<file path="config.mk">
export PLATFORM = sky130hd
export DESIGN_NAME = npc_lsu
export DESIGN_NICKNAME = d
export VERILOG_FILES = /design/src/rtl/npc_lsu.sv
export SDC_FILE = /design/constraint.sdc
export NUM_CORES = 1
export LEC_CHECK = 0
export CAP_MARGIN = 20
export CORE_ASPECT_RATIO = 1.75
export CORE_MARGIN = 2
export CORE_UTILIZATION = 45
export DETAILED_ROUTE_END_ITERATION = 6
export PLACE_DENSITY = 0.85
export SKIP_LAST_GASP = 1
export SLEW_MARGIN = 30
export SYNTH_ARGS = -nofsm -noshare
export SYNTH_HDL_FRONTEND = slang
export SYNTH_SLANG_ARGS = --single-unit
</file>
<file path="constraint.sdc">
create_clock -name clk -period 11.21 [get_ports clk]
set_clock_uncertainty 0.15 [all_clocks]
set_input_delay 3.363 -clock clk [delete_from_list [all_inputs] [get_ports clk]]
set_output_delay 3.363 -clock clk [all_outputs]
set_load 0.05 [all_outputs]
</file>
<file path="src/rtl/npc_lsu.sv">
// npc_lsu: multi-cycle load/store unit with byte-lane alignment and a valid/ready memory port.
// Optional build macro NPC_LSU_MISALIGN_TRAP_EN: trap misaligned accesses instead of force-aligning them.
module npc_lsu #(
  parameter int XLEN = 64,
  parameter int NB   = XLEN / 8
) (
  input  logic            clk,
  input  logic            rst,
  input  logic            req_valid,
  output logic            req_ready,
  input  logic            req_wen,
  input  logic [2:0]      req_funct3,
  input  logic [XLEN-1:0] req_addr,
  input  logic [XLEN-1:0] req_wdata,
  output logic            resp_valid,
  output logic [XLEN-1:0] resp_rdata,
  output logic            resp_err,
  output logic            mem_req_valid,
  input  logic            mem_req_ready,
  output logic            mem_req_wen,
  output logic [XLEN-1:0] mem_req_addr,
  output logic [XLEN-1:0] mem_req_wdata,
  output logic [NB-1:0]   mem_req_wmask,
  input  logic            mem_rsp_valid,
  input  logic [XLEN-1:0] mem_rsp_rdata
);

  // state | meaning
  // IDLE  | ready for a new op
  // REQ   | memory request presented, waiting for mem_req_ready
  // WAIT  | request accepted, waiting for mem_rsp_valid
  // RESP  | one-cycle completion pulse
  localparam int OW = $clog2(NB);

  typedef enum logic [1:0] {IDLE, REQ, WAIT, RESP} state_t;
  state_t state_q, state_d;

  logic [1:0]      sz;
  logic [XLEN-1:0] size_low;
  logic [XLEN-1:0] addr_al;
  logic [OW-1:0]   off;
  logic [NB-1:0]   lanes;
  logic [NB-1:0]   lanes_sh;
  logic [XLEN-1:0] byte_bits;
  logic [XLEN-1:0] wdata_sh;
  logic            illegal;

  logic [2:0]      f3_q;
  logic [OW-1:0]   off_q;
  logic [XLEN-1:0] raw;
  logic [XLEN-1:0] ld_bits;
  logic            sign;
  logic [XLEN-1:0] ext;

  assign sz = req_funct3[1:0];

  always_comb begin
    lanes = '0;
    for (int i = 0; i < NB; i++)
      if (32'(i) < (32'd1 << sz)) lanes[i] = 1'b1;
    byte_bits = '0;
    for (int i = 0; i < XLEN; i++)
      byte_bits[i] = lanes[i/8];
    size_low = XLEN'((32'd1 << sz) - 32'd1);
    // Without the trap build, misaligned addresses are silently rounded down to the access size.
    addr_al  = req_addr & ~size_low;
    off      = addr_al[OW-1:0];
    lanes_sh = lanes << off;
    wdata_sh = (req_wdata & byte_bits) << {off, 3'b000};
    illegal  = (req_wen && req_funct3[2]) ||
               (!req_wen && req_funct3 == 3'b111) ||
               (XLEN == 32 && sz == 2'd3);
`ifdef NPC_LSU_MISALIGN_TRAP_EN
    if (|(req_addr & size_low)) illegal = 1'b1;
`endif
  end

  always_comb begin
    raw     = mem_rsp_rdata >> {off_q, 3'b000};
    ld_bits = '0;
    sign    = 1'b0;
    for (int i = 0; i < XLEN; i++) begin
      if (32'(i) < (32'd8 << f3_q[1:0])) ld_bits[i] = 1'b1;
      if (32'(i) == (32'd8 << f3_q[1:0]) - 32'd1) sign = raw[i];
    end
    ext = (raw & ld_bits) | ((sign && !f3_q[2]) ? ~ld_bits : '0);
  end

  always_ff @(posedge clk or posedge rst) begin
    if (rst) state_q <= IDLE;
    else     state_q <= state_d;
  end

  always_comb begin
    state_d = state_q;
    case (state_q)
      IDLE:    if (req_valid) state_d = illegal ? RESP : REQ;
      REQ:     if (mem_req_ready) state_d = WAIT;
      WAIT:    if (mem_rsp_valid) state_d = RESP;
      RESP:    state_d = IDLE;
      default: state_d = IDLE;
    endcase
  end

  assign req_ready     = (state_q == IDLE);
  assign mem_req_valid = (state_q == REQ);
  assign resp_valid    = (state_q == RESP);

  always_ff @(posedge clk or posedge rst) begin
    if (rst) begin
      f3_q          <= '0;
      off_q         <= '0;
      mem_req_wen   <= 1'b0;
      mem_req_addr  <= '0;
      mem_req_wdata <= '0;
      mem_req_wmask <= '0;
      resp_err      <= 1'b0;
      resp_rdata    <= '0;
    end else begin
      if (state_q == IDLE && req_valid) begin
        f3_q          <= req_funct3;
        off_q         <= off;
        mem_req_wen   <= req_wen;
        mem_req_addr  <= addr_al & ~XLEN'(NB - 1);
        mem_req_wdata <= req_wen ? wdata_sh : '0;
        mem_req_wmask <= req_wen ? lanes_sh : '0;
        resp_err      <= illegal;
        resp_rdata    <= '0;
      end
      if (state_q == WAIT && mem_rsp_valid && !mem_req_wen)
        resp_rdata <= ext;
    end
  end

endmodule

</file>
# Word-level counts from Yosys, hierarchy flattened
# Index checks and enable logic that the tools add are counted.
# classes
n_lt_le_gt_ge	72
n_shift	6
n_mux	146
eq_ne	70
n_reduce_logical	14
n_bitwise	6
n_addsub	2
# ops
operator	n
$eq 6x32->1 const A	32
$lt 6x32->1 const A	32
$eq 5x32->1 const A	16
$lt 5x32->1 const A	16
$eq 4x32->1 const A	8
$lt 3x32->1 const A	8
$lt 4x32->1 const A	8
$mux 64	4
$and 64x64->64	3
$mux 1	136
$eq 3x32->1 const A	4
$lt 1x32->1 const A	4
$lt 2x32->1 const A	4
$not 64->64	2
$eq 2x32->1 const A	2
$or 64x64->64	1
$shl 1x2->64 const A	1
$shl 64x6->64	1
$shr 64x6->64	1
$sub 64x1->64 const B	1
$eq 1x32->1 const A	1
$logic_not 32->1	1
$shl 1x2->32 const A	1
$shl 4x2->32 const A	1
16 further kinds	28
# totals
input_bits	201
wordCells	325
register_bits	207
output_inout_bits	205

# Logic depth before layout (Yosys ltp)
# Gate-level depths: netlist of run 1.
# depth
depth_word	71
depth_mapped	12
ltp_nobuf	9

# Worst setup path before layout of run 1
# Ideal clock, no wire load.
# synth_path
path_type	input -> register
startpoint	in req_funct3[1]
endpoint	reg mem_req_wdata[53]
arrival_time_ps	5530
slack_ps	5407
path_buffers	4
required_time_ps	10937
stages	10
cell_sequence	clkbuf_1 > or2_2 > clkbuf_1 > ha_1 > and2_1 > clkbuf_1 > clkbuf_1 > mux2i_1 > o21ai_0 > o221a_2
# synth_between
elab_chain_cells	6
elab_cells_between_ends	24
cone_classes	add/sub: 1; order compare: 8; shift: 3; mux: 9; bitwise: 3
# synth_lines
element	line	rtl
start, declared	12	input logic [2:0] req_funct3,
$shl 1x2->64 / $shl 1x2->32 (equally long branches)	64, 60	
$sub 64x1->64, or another cell as far along	64	size_low = XLEN'((32'd1 << sz) - 32'd1);
$not 64->64 / $mux 1 (equally long branches)	66, 60	
$and 64x64->64, on equally long branches	66, 69	
$shl 64x6->64 *	69	wdata_sh = (req_wdata & byte_bits) << {off, 3'b000};
$mux 64 *	125	mem_req_wdata <= req_wen ? wdata_sh : '0;
end signal, assigned	125	
end, declared	22	output logic [XLEN-1:0] mem_req_wdata,
# Every way passes the cells marked *; elsewhere a longest branch is shown, timed or not.
# A chain may end at the register's enable or synchronous reset.

# Worst setup path in the final report of run 1
# layout_path
startpoint	in req_funct3[1]
endpoint	reg mem_req_wdata[4]
# Same word-level chain as after synthesis.

==> metrics.yaml, run 1 <==
ir_drop_mv: 0.1965
grt_pass1_wl_um: 61410
overflow: 0
clockRootBuffer: "clkbuf_16"
async_flop_share: 1.000
drc: 0
clock-sinks: 207
critPathCaptureType: "flop"
portBuffers: 402
ys_seq_area_frac: 0.4824
die_area_um2: 25160
cp_max_fo: 26
syn_avg_cell_area_um2: 10.01
cts_buffers: 20
ys.warnings.count: 0
netlist_instances: 1073
fp.dieH_um: 208.4
cts_buffer_depth: 3
pin_count: 406
clk_pin_slew_ps: 60
gp_congestion: 0.9598
worstSetupPathType: "input port to flop"
tightestPinTransition_ps: 980.7
r2r_start: "off_q[2]"
syn-cell-area_um2: 10740
critPathLaunch: "req_funct3[1]"
start_util: 0.4584
yosysTopAreaCellShare: 0.4824
grt_pass1_vias: 10570
instances_no_fill: 1733
ys.flop_type: "dfrtp_1"
fmax_mhz: 153.0
power.density_nw_per_um2: 309.0
grt_max_degree: 132
final-hold-violation-count: 0
hold_buffers: 0
p_leak_nw: 6.684
finalCritPeriodShare: 0.5831
hold_path.class: "flop to flop"
cts_resized: 0
antenna_found_initial: 2
maxCapViolCount: 0
synth_simple_gate_area_frac: 0.1388
final_antenna_net_count: 0
num_vias: 10500
n_fill_cell: 1798
synth_top_family_by_area: "compound AO/OA/AOI/OAI gates"
core_um2: 23430
min_from: "mem_req_wdata[21]"
worstHoldPathCells: 1
hpwl_um: 30310
cp_data_required_time_ps: 11510
clk_latency_ps: 510
synth_adder_area_share: 0.009322
post-cts-setup-buffers: 0
r2r_cells: 6
nets: 1622
drv_slew: 0
setup_viol: 0
yosys.area.top_type: "dfrtp_1"
groute.usage.overall: 0.3179
ys_ff_latch: 207
placementRows: 74
drt-total-wl_um: 40990
drive_above_1_share: 0.07008
synth_edf_count: 0
synthXorXnorAreaFrac: 0
worstPathArrival_ps: 6830
syn_to_final_growth_pct: 44.43
cts_tree: "built"
setup-tns-final_ps: 0
htreeDepth: 1
slew_headroom: 0.3446
rsz0062_at_grt: "false"
drtIter0Drc: 960
die-width_um: 120.8
startpoint_type: "input port"
synthTopCellsByArea: "dfrtp_1 48%, nand2_1 6.6%, a22o_1 4.6%, mux2i_1 4.0%, a21oi_1 3.6%"
placedCellCount: 1694
synth_cell_types: 58
synth-compound-area-share: 0.2356
synthMuxAreaShare: 0.09147
status: "finished clean"
first_pass_iters: 5
layout_min_cycle_time_ps: 6537
post_drt_via_cell_ratio: 6.056
avgRoutedWirePerCell_um: 23.65
## sequential cells by signal, summed over array words and instances, names as in the netlist
| signal | count |
|---|---|
| resp_rdata | 64 |
| off_q | 3 |
| f3_q | 3 |
| mem_req_wdata | 64 |
| resp_err | 1 |
| state_q | 2 |
| mem_req_wen | 1 |
| mem_req_wmask | 8 |
| mem_req_addr | 61 |
## layer usage
layer	vias to the layer above	global-route usage	share of wire
met5	-	0	0
met3	162	0.04879	0.072
met1	5076	0.3422	0.33
li1	4640	-	-
met4	0	0.2073	0.075
met2	617	0.5671	0.52
## final cells by class
type	instances	area, um2	area share
clock buffer	28	571.8	0.03687
tap	304	380.4	0.02453
timing repair buffer	412	4123	0.2658
antenna	2	5.005	0.0003227
sequential	207	5185	0.3343
inverter	12	57.56	0.003711
multi-input combinational	760	5137	0.3313
clock inverter	8	48.80	0.003146
## placed cells by master, fill, tap and decap left out, types with 5 or more instances in the layout
master | synthesis | final
inv_1 | 11 | 10
mux4_2 | 17 | 17
buf_4 | 3 | 8
o221a_2 | 8 | 8
o2bb2ai_1 | 8 | 8
nand2_1 | 189 | 188
a211oi_1 | 23 | 23
dfrtp_1 | 207 | 205
nand2b_1 | 14 | 14
ha_1 | 8 | 8
a311o_1 | 8 | 8
o21ai_0 | 61 | 61
nor3_1 | 17 | 16
mux2i_1 | 43 | 43
clkinv_2 | 0 | 5
nor2_1 | 13 | 12
clkbuf_1 | 64 | 5
clkdlybuf4s50_1 | 0 | 402
a22oi_1 | 15 | 15
a31oi_1 | 8 | 8
clkbuf_16 | 0 | 21
nor2b_1 | 16 | 16
mux2_2 | 15 | 15
a221o_1 | 24 | 24
a221oi_1 | 8 | 8
and2_1 | 19 | 17
nand3_1 | 34 | 34
a21o_1 | 19 | 19
a21oi_1 | 77 | 76
a211o_1 | 7 | 7
a22o_1 | 57 | 57
o221ai_1 | 16 | 16
## cell usage after synthesis, types with 16 or more instances
cell type	count
a211oi_1	23
a21o_1	19
a21oi_1	77
a221o_1	24
a22o_1	57
and2_1	19
buf_2	16
clkbuf_1	64
dfrtp_1	207
mux2i_1	43
mux4_2	17
nand2_1	189
nand3_1	34
nor2b_1	16
nor3_1	17
o21ai_0	61
o221ai_1	16
## per-stage QoR
stage / hold slack, ps / setup WS, ps / util / cell area (um2) / total power, mW
CTS: 327.1 / 4701 / 0.6600 / 15460 / 4.783
global placement: 305.1 / 4361 / 0.6335 / 14840 / 4.066
global route: 338.9 / 4358 / 0.6621 / 15510 / 4.988
finish: 324.0 / 4673 / 0.6621 / 15510 / 4.793
floorplan: 338.2 / 2045 / - / 10750 / 3.126
detailed placement: 311.2 / 4163 / 0.6335 / 14840 / 4.106
## path summary, 6_finish.rpt
kind | end | slack (ps)
max in group asynchronous | off_q[0] | 6430
hold / removal | mem_req_wdata[21] | 320
min in group asynchronous | mem_req_addr[9] | 3210
hold reg to reg | mem_req_wdata[21] | 320
setup reg to reg | resp_rdata[48] | 7700
setup / recovery | mem_req_wdata[4] | 4670
## report_power, final
group | internal, mW | total, mW | switching (mW)
registers | 1.06 | 1.29 | 0.238
logic | 0.991 | 2.83 | 1.84
clock network | 0.359 | 0.665 | 0.306
## cell families (layout without fill, tap and decap cells)
group / Yosys count / in the layout
flip-flops: 207 / 207
buffers and inverters: 108 / 460
multiplexers: 75 / 75
other: 1 / 5
adder cells (fa/ha/maj): 8 / 8
AND/OR/NAND/NOR: 322 / 322
AO/OA/AOI/OAI: 352 / 352
## critical path, cell delays in order
cell and delay (ps):
clkdlybuf4s50_1 840, inv_1 330, nand2_1 190, ha_1 260, nand2_1 730, nand2_1 340
nor2_1 540, a22o_1 220
Power figures use the tool's default switching activity.
==> inputs of run 2 (changes only) <==
==> constraint.sdc (replaced) <==
create_clock -name clk -period 6.7 [get_ports clk]
set_clock_uncertainty 0.15 [all_clocks]
set_input_delay 2.01 -clock clk [delete_from_list [all_inputs] [get_ports clk]]
set_output_delay 2.01 -clock clk [all_outputs]
set_load 0.05 [all_outputs]
==> metrics.yaml, run 2 (synthesis results as in run 1) <==
start_util: 0.4584
design_area_um2: 15680
finalPower_mw: 8.209
slew_headroom: 0.3659
cts_resized: 0
cts_tree: "built"
cts_buffers: 21
num_vias: 10730
post-cts-setup-buffers: 0
seq_power_share: 0.265
worstPathArrival_ps: 5330
p_comb_frac: 0.581
first_pass_iters: 7
avgRoutedWirePerCell_um: 24.11
drc: 12
rsz0062_at_grt: "false"
switching_share: 0.4919
setup-tns-final_ps: 0
status: "finished, violations left"
p_leak_nw: 6.757
clock-sinks: 207
placedCellCount: 1699
worstSetupPathType: "input port to flop"
layout_min_cycle_time_ps: 5066
drt-total-wl_um: 41920
layout_common_cells: "402 x clkdlybuf4s50_1, 205 x dfrtp_1, 188 x nand2_1, 76 x a21oi_1, 61 x o21ai_0"
drtIter0Drc: 1030
fp.dieH_um: 208.4
portBuffers: 402
cp_data_required_time_ps: 6960
clockRootBuffer: "clkbuf_16"
core_um2: 23430
setup_viol: 0
violations: "design-rule violations"
finalCritPeriodShare: 0.7562
final_util: 0.6694
ir_drop_mv: 0.3408
tightestPinTransition_ps: 945.3
power_switching_mw: 4.038
final_common_cell: "clkdlybuf4s50_1"
multi_input_area_um2: 5135
nets: 1628
startpoint_type: "input port"
maxCapViolCount: 0
die-width_um: 120.8
power.density_nw_per_um2: 523.5
clk_pin_slew_ps: 70
final-hold-violation-count: 0
syn_to_final_growth_pct: 46.04
hpwl_um: 31450
dp_slack_ps: 1175
grt_pass1_wl_um: 62840
top_regs: "mem_req_wdata (64), resp_rdata (64), mem_req_addr (61)"
antenna_found_initial: 3
drive_above_1_share: 0.07682
htreeDepth: 1
p_clk_frac: 0.153
clk_latency_ps: 500
hold_path.class: "flop to flop"
grt_max_degree: 122
cp_max_fo: 33
p_int_mw: 4.171
grt_pass1_vias: 10920
final_antenna_net_count: 0
dpl_cell_area_um2: 14910
seqCellArea_um2: 5185
hold_buffers: 0
drv_slew: 0
pin_count: 406
fmax_mhz: 197.4
die_area_um2: 25160
placementRows: 74
n_fill_cell: 1802
cts_buffer_depth: 3
post_drt_via_cell_ratio: 6.167
groute.usage.overall: 0.3253
critPathCaptureType: "flop"
instances_no_fill: 1739
gp_congestion: 0.9514
overflow: 0
worst_slack_ps: 1634
hold_slack_ps: 324.3
==> run 2: routing by layer <==
| metal | vias to the layer above | routed length [um] | GRT usage |
|---|---|---|---|
| met1 | 5140 | 13480 | 0.3410 |
| met3 | 191 | 3161 | 0.05839 |
| met4 | 0 | 3210 | 0.2153 |
| li1 | 4656 | - | - |
| met5 | - | 0 | 0 |
| met2 | 738 | 22070 | 0.5829 |
==> run 2: critical path, stage by stage <==
cell,delay (ps)
clkdlybuf4s50_1,760
inv_1,450
nand2_1,170
ha_1,320
and2_2,620
buf_4,370
mux2i_1,320
a21oi_1,110
o21ai_0,180
==> run 2: final timing paths <==
path                                     endpoint              from  cells past startpoint  slack (ps)
worst min register to register   mem_req_addr[21]  mem_req_addr[21]                      2         320
max in group asynchronous       mem_req_wdata[42]               rst                      4        3400
worst max register to register     resp_rdata[51]          off_q[2]                      6        3250
worst max-delay path            mem_req_wdata[62]     req_funct3[1]                      9        1630
worst min-delay path             mem_req_addr[21]  mem_req_addr[21]                      2         320
min in group asynchronous        mem_req_addr[63]               rst                      2        1700
==> run 2: power by group through the flow <==
stage	Sequential [mW]	Clock (mW)	Combinational (mW)
2_1_floorplan	3.75	0	1.48
3_3_place_gp	2.20	0	4.62
3_5_place_dp	2.22	0	4.70
4_1_cts	2.21	1.28	4.71
5_1_grt	2.22	1.33	4.98
6_report	2.18	1.26	4.77
==> run 2: cell type report <==
type | count | area share
flip-flops and latches | 207 | 0.3306
multi-input cells | 760 | 0.3275
repair buffers | 417 | 0.2671
clock buffers | 25 | 0.03702
well taps | 304 | 0.02426
clock inverters | 11 | 0.009894
inverters | 12 | 0.003112
diodes | 3 | 0.0004787
==> inputs of run 3 (changes only) <==
--- a/config.mk
+++ b/config.mk
@@ -8,9 +8,9 @@
 export CAP_MARGIN = 20
 export CORE_ASPECT_RATIO = 1.75
 export CORE_MARGIN = 2
-export CORE_UTILIZATION = 45
+export CORE_UTILIZATION = 41
 export DETAILED_ROUTE_END_ITERATION = 6
-export PLACE_DENSITY = 0.85
+export PLACE_DENSITY = 0.82
 export SKIP_LAST_GASP = 1
 export SLEW_MARGIN = 30
 export SYNTH_ARGS = -nofsm -noshare
==> constraint.sdc (replaced) <==
create_clock -name clk -period 4.15 [get_ports clk]
set_clock_uncertainty 0.15 [all_clocks]
set_input_delay 1.245 -clock clk [delete_from_list [all_inputs] [get_ports clk]]
set_output_delay 1.245 -clock clk [all_outputs]
set_load 0.05 [all_outputs]
==> metrics.yaml, run 3 (synthesis results as in run 1) <==
maxCapViolCount: 0
cts_buffer_depth: 3
groute.usage.overall: 0.2967
drive_above_1_share: 0.08609
worstPathArrival_ps: 2250
grt_max_degree: 68
start_util: 0.4152
power_switching_mw: 6.510
overflow: 0
cts_tree: "built"
finalCritPeriodShare: 0.8773
p_leak_nw: 6.844
switching_share: 0.4940
final-hold-violation-count: 0
grt_pass1_vias: 10840
critPathTopFamily: "buffers and inverters"
clk_latency_ps: 510
drt-total-wl_um: 42160
n_fill_cell: 2065
post_drt_via_cell_ratio: 5.969
num_vias: 10580
htreeDepth: 1
drtIter0Drc: 795
final_antenna_net_count: 0
slowest_delay_ps: 880
top_layer_used: "met4"
post-cts-setup-buffers: 0
drc: 0
syn_to_final_growth_pct: 47.25
p_int_mw: 6.667
first_pass_iters: 5
instances_no_fill: 1773
hold_buffers: 0
status: "finished clean"
finalPower_mw: 13.18
cts_buffers: 22
fp.dieH_um: 218.1
p_clk_frac: 0.150
p_comb_frac: 0.582
portBuffers: 402
crit_chain: "inv_1, ha_1, clkdlybuf4s50_1"
drt-met1-wl_um: 14050
ir_drop_mv: 0.5539
seq_power_share: 0.269
cts_resized: 0
grt_pass1_wl_um: 63220
worst-path-buf-inv: 2
layout_common_cells: "402 x clkdlybuf4s50_1, 205 x dfrtp_1, 188 x nand2_1, 76 x a21oi_1, 61 x o21ai_0"
clk_pin_slew_ps: 60
critPathCaptureType: "output pin"
top_regs: "mem_req_wdata (64), resp_rdata (64), mem_req_addr (61)"
setup_viol: 0
setup-tns-final_ps: 0
pin_count: 406
hold_path.class: "flop to flop"
worstSetupPathType: "flop to output pin"
fmax_mhz: 274.7
wl_met2_um: 22140
layout_min_cycle_time_ps: 3641
clock-sinks: 207
startpoint_type: "flop"
gp_congestion: 0.9737
slew_headroom: 0.3891
tightestPinTransition_ps: 908.8
die_area_um2: 27550
rsz0062_at_grt: "false"
final_common_cell: "clkdlybuf4s50_1"
antenna_found_initial: 1
route.met3.wl_um: 2714
cp_max_fo: 6
hpwl_um: 32030
placementRows: 78
cp_data_required_time_ps: 2750
avgRoutedWirePerCell_um: 23.78
cp_slowest_cell: "clkdlybuf4s50_1"
nets: 1645
drv_slew: 0
die-width_um: 126.3
clockRootBuffer: "clkbuf_16"
placedCellCount: 1732
hold_slack_ps: 323.5
core_um2: 25860
power.density_nw_per_um2: 833.4
==> run 3: cell count changes in the layout (fill, tap and decap cells not counted), moves of 2 or more <==
cell | before | now
buf_4 | 12 | 25
clkinv_2 | 2 | 4
clkbuf_16 | 21 | 23
clkbuf_1 | 0 | 4
bufinv_16 | 3 | 0
buf_12 | 1 | 6
diode_2 | 3 | 1
buf_16 | 2 | 0
clkinvlp_4 | 5 | 2
==> run 3: cell type report <==
cell class | count | area, um2 | share of cell area
clock buffers | 32 | 659.4 | 0.04170
well taps | 320 | 400.4 | 0.02532
flip-flops and latches | 207 | 5185 | 0.3279
repair buffers | 433 | 4332 | 0.2740
clock inverters | 8 | 53.80 | 0.003403
inverters | 12 | 48.80 | 0.003086
diodes | 1 | 2.502 | 0.0001583
multi-input cells | 760 | 5130 | 0.3244
==> run 3: power groups by stage <==
stage	registers, mW	clock network (mW)	logic, mW
after floorplan	6.05	0	2.39
after global placement	3.53	0	7.57
after detailed placement	3.55	0	7.65
after CTS	3.53	2.00	7.67
after global routing	3.63	2.09	8.00
final	3.54	1.97	7.66
==> run 3: metal layers <==
| layer | vias up | track usage |
|---|---|---|
| met5 | - | 0 |
| met4 | 0 | 0.2051 |
| met3 | 151 | 0.04833 |
| met2 | 598 | 0.5358 |
| met1 | 5135 | 0.3109 |
| li1 | 4699 | - |
==> run 3: worst reg2reg max path: cells and delay by family, from the launching register on <==
kind	cells	cell delay (ps)
muxes	1	760
AOI/OAI and AO/OA	2	560
DFF	1	830
buffers and inverters	1	490
==> run 3: through the flow <==
step,utilization,instance area [um2],worst slack [ps]
floorplan,-,10750,68.75
global placement,0.5837,15100,331.4
detailed placement,0.5837,15100,300.1
CTS,0.6113,15810,469.1
global route,0.6114,15810,435.0
finish,0.6114,15810,509.1
==> run 3: worst paths after layout <==
check,startpoint,endpoint,slack (ps),cells after the start
min,mem_req_addr[63],mem_req_addr[63],320,2
max in group asynchronous,rst,mem_req_wdata[36],2030,3
min in group asynchronous,rst,mem_req_addr[61],1050,2
max reg2reg,off_q[0],resp_rdata[34],1250,4
min reg2reg,mem_req_addr[63],mem_req_addr[63],320,2
max,state_q[0],req_ready,510,3
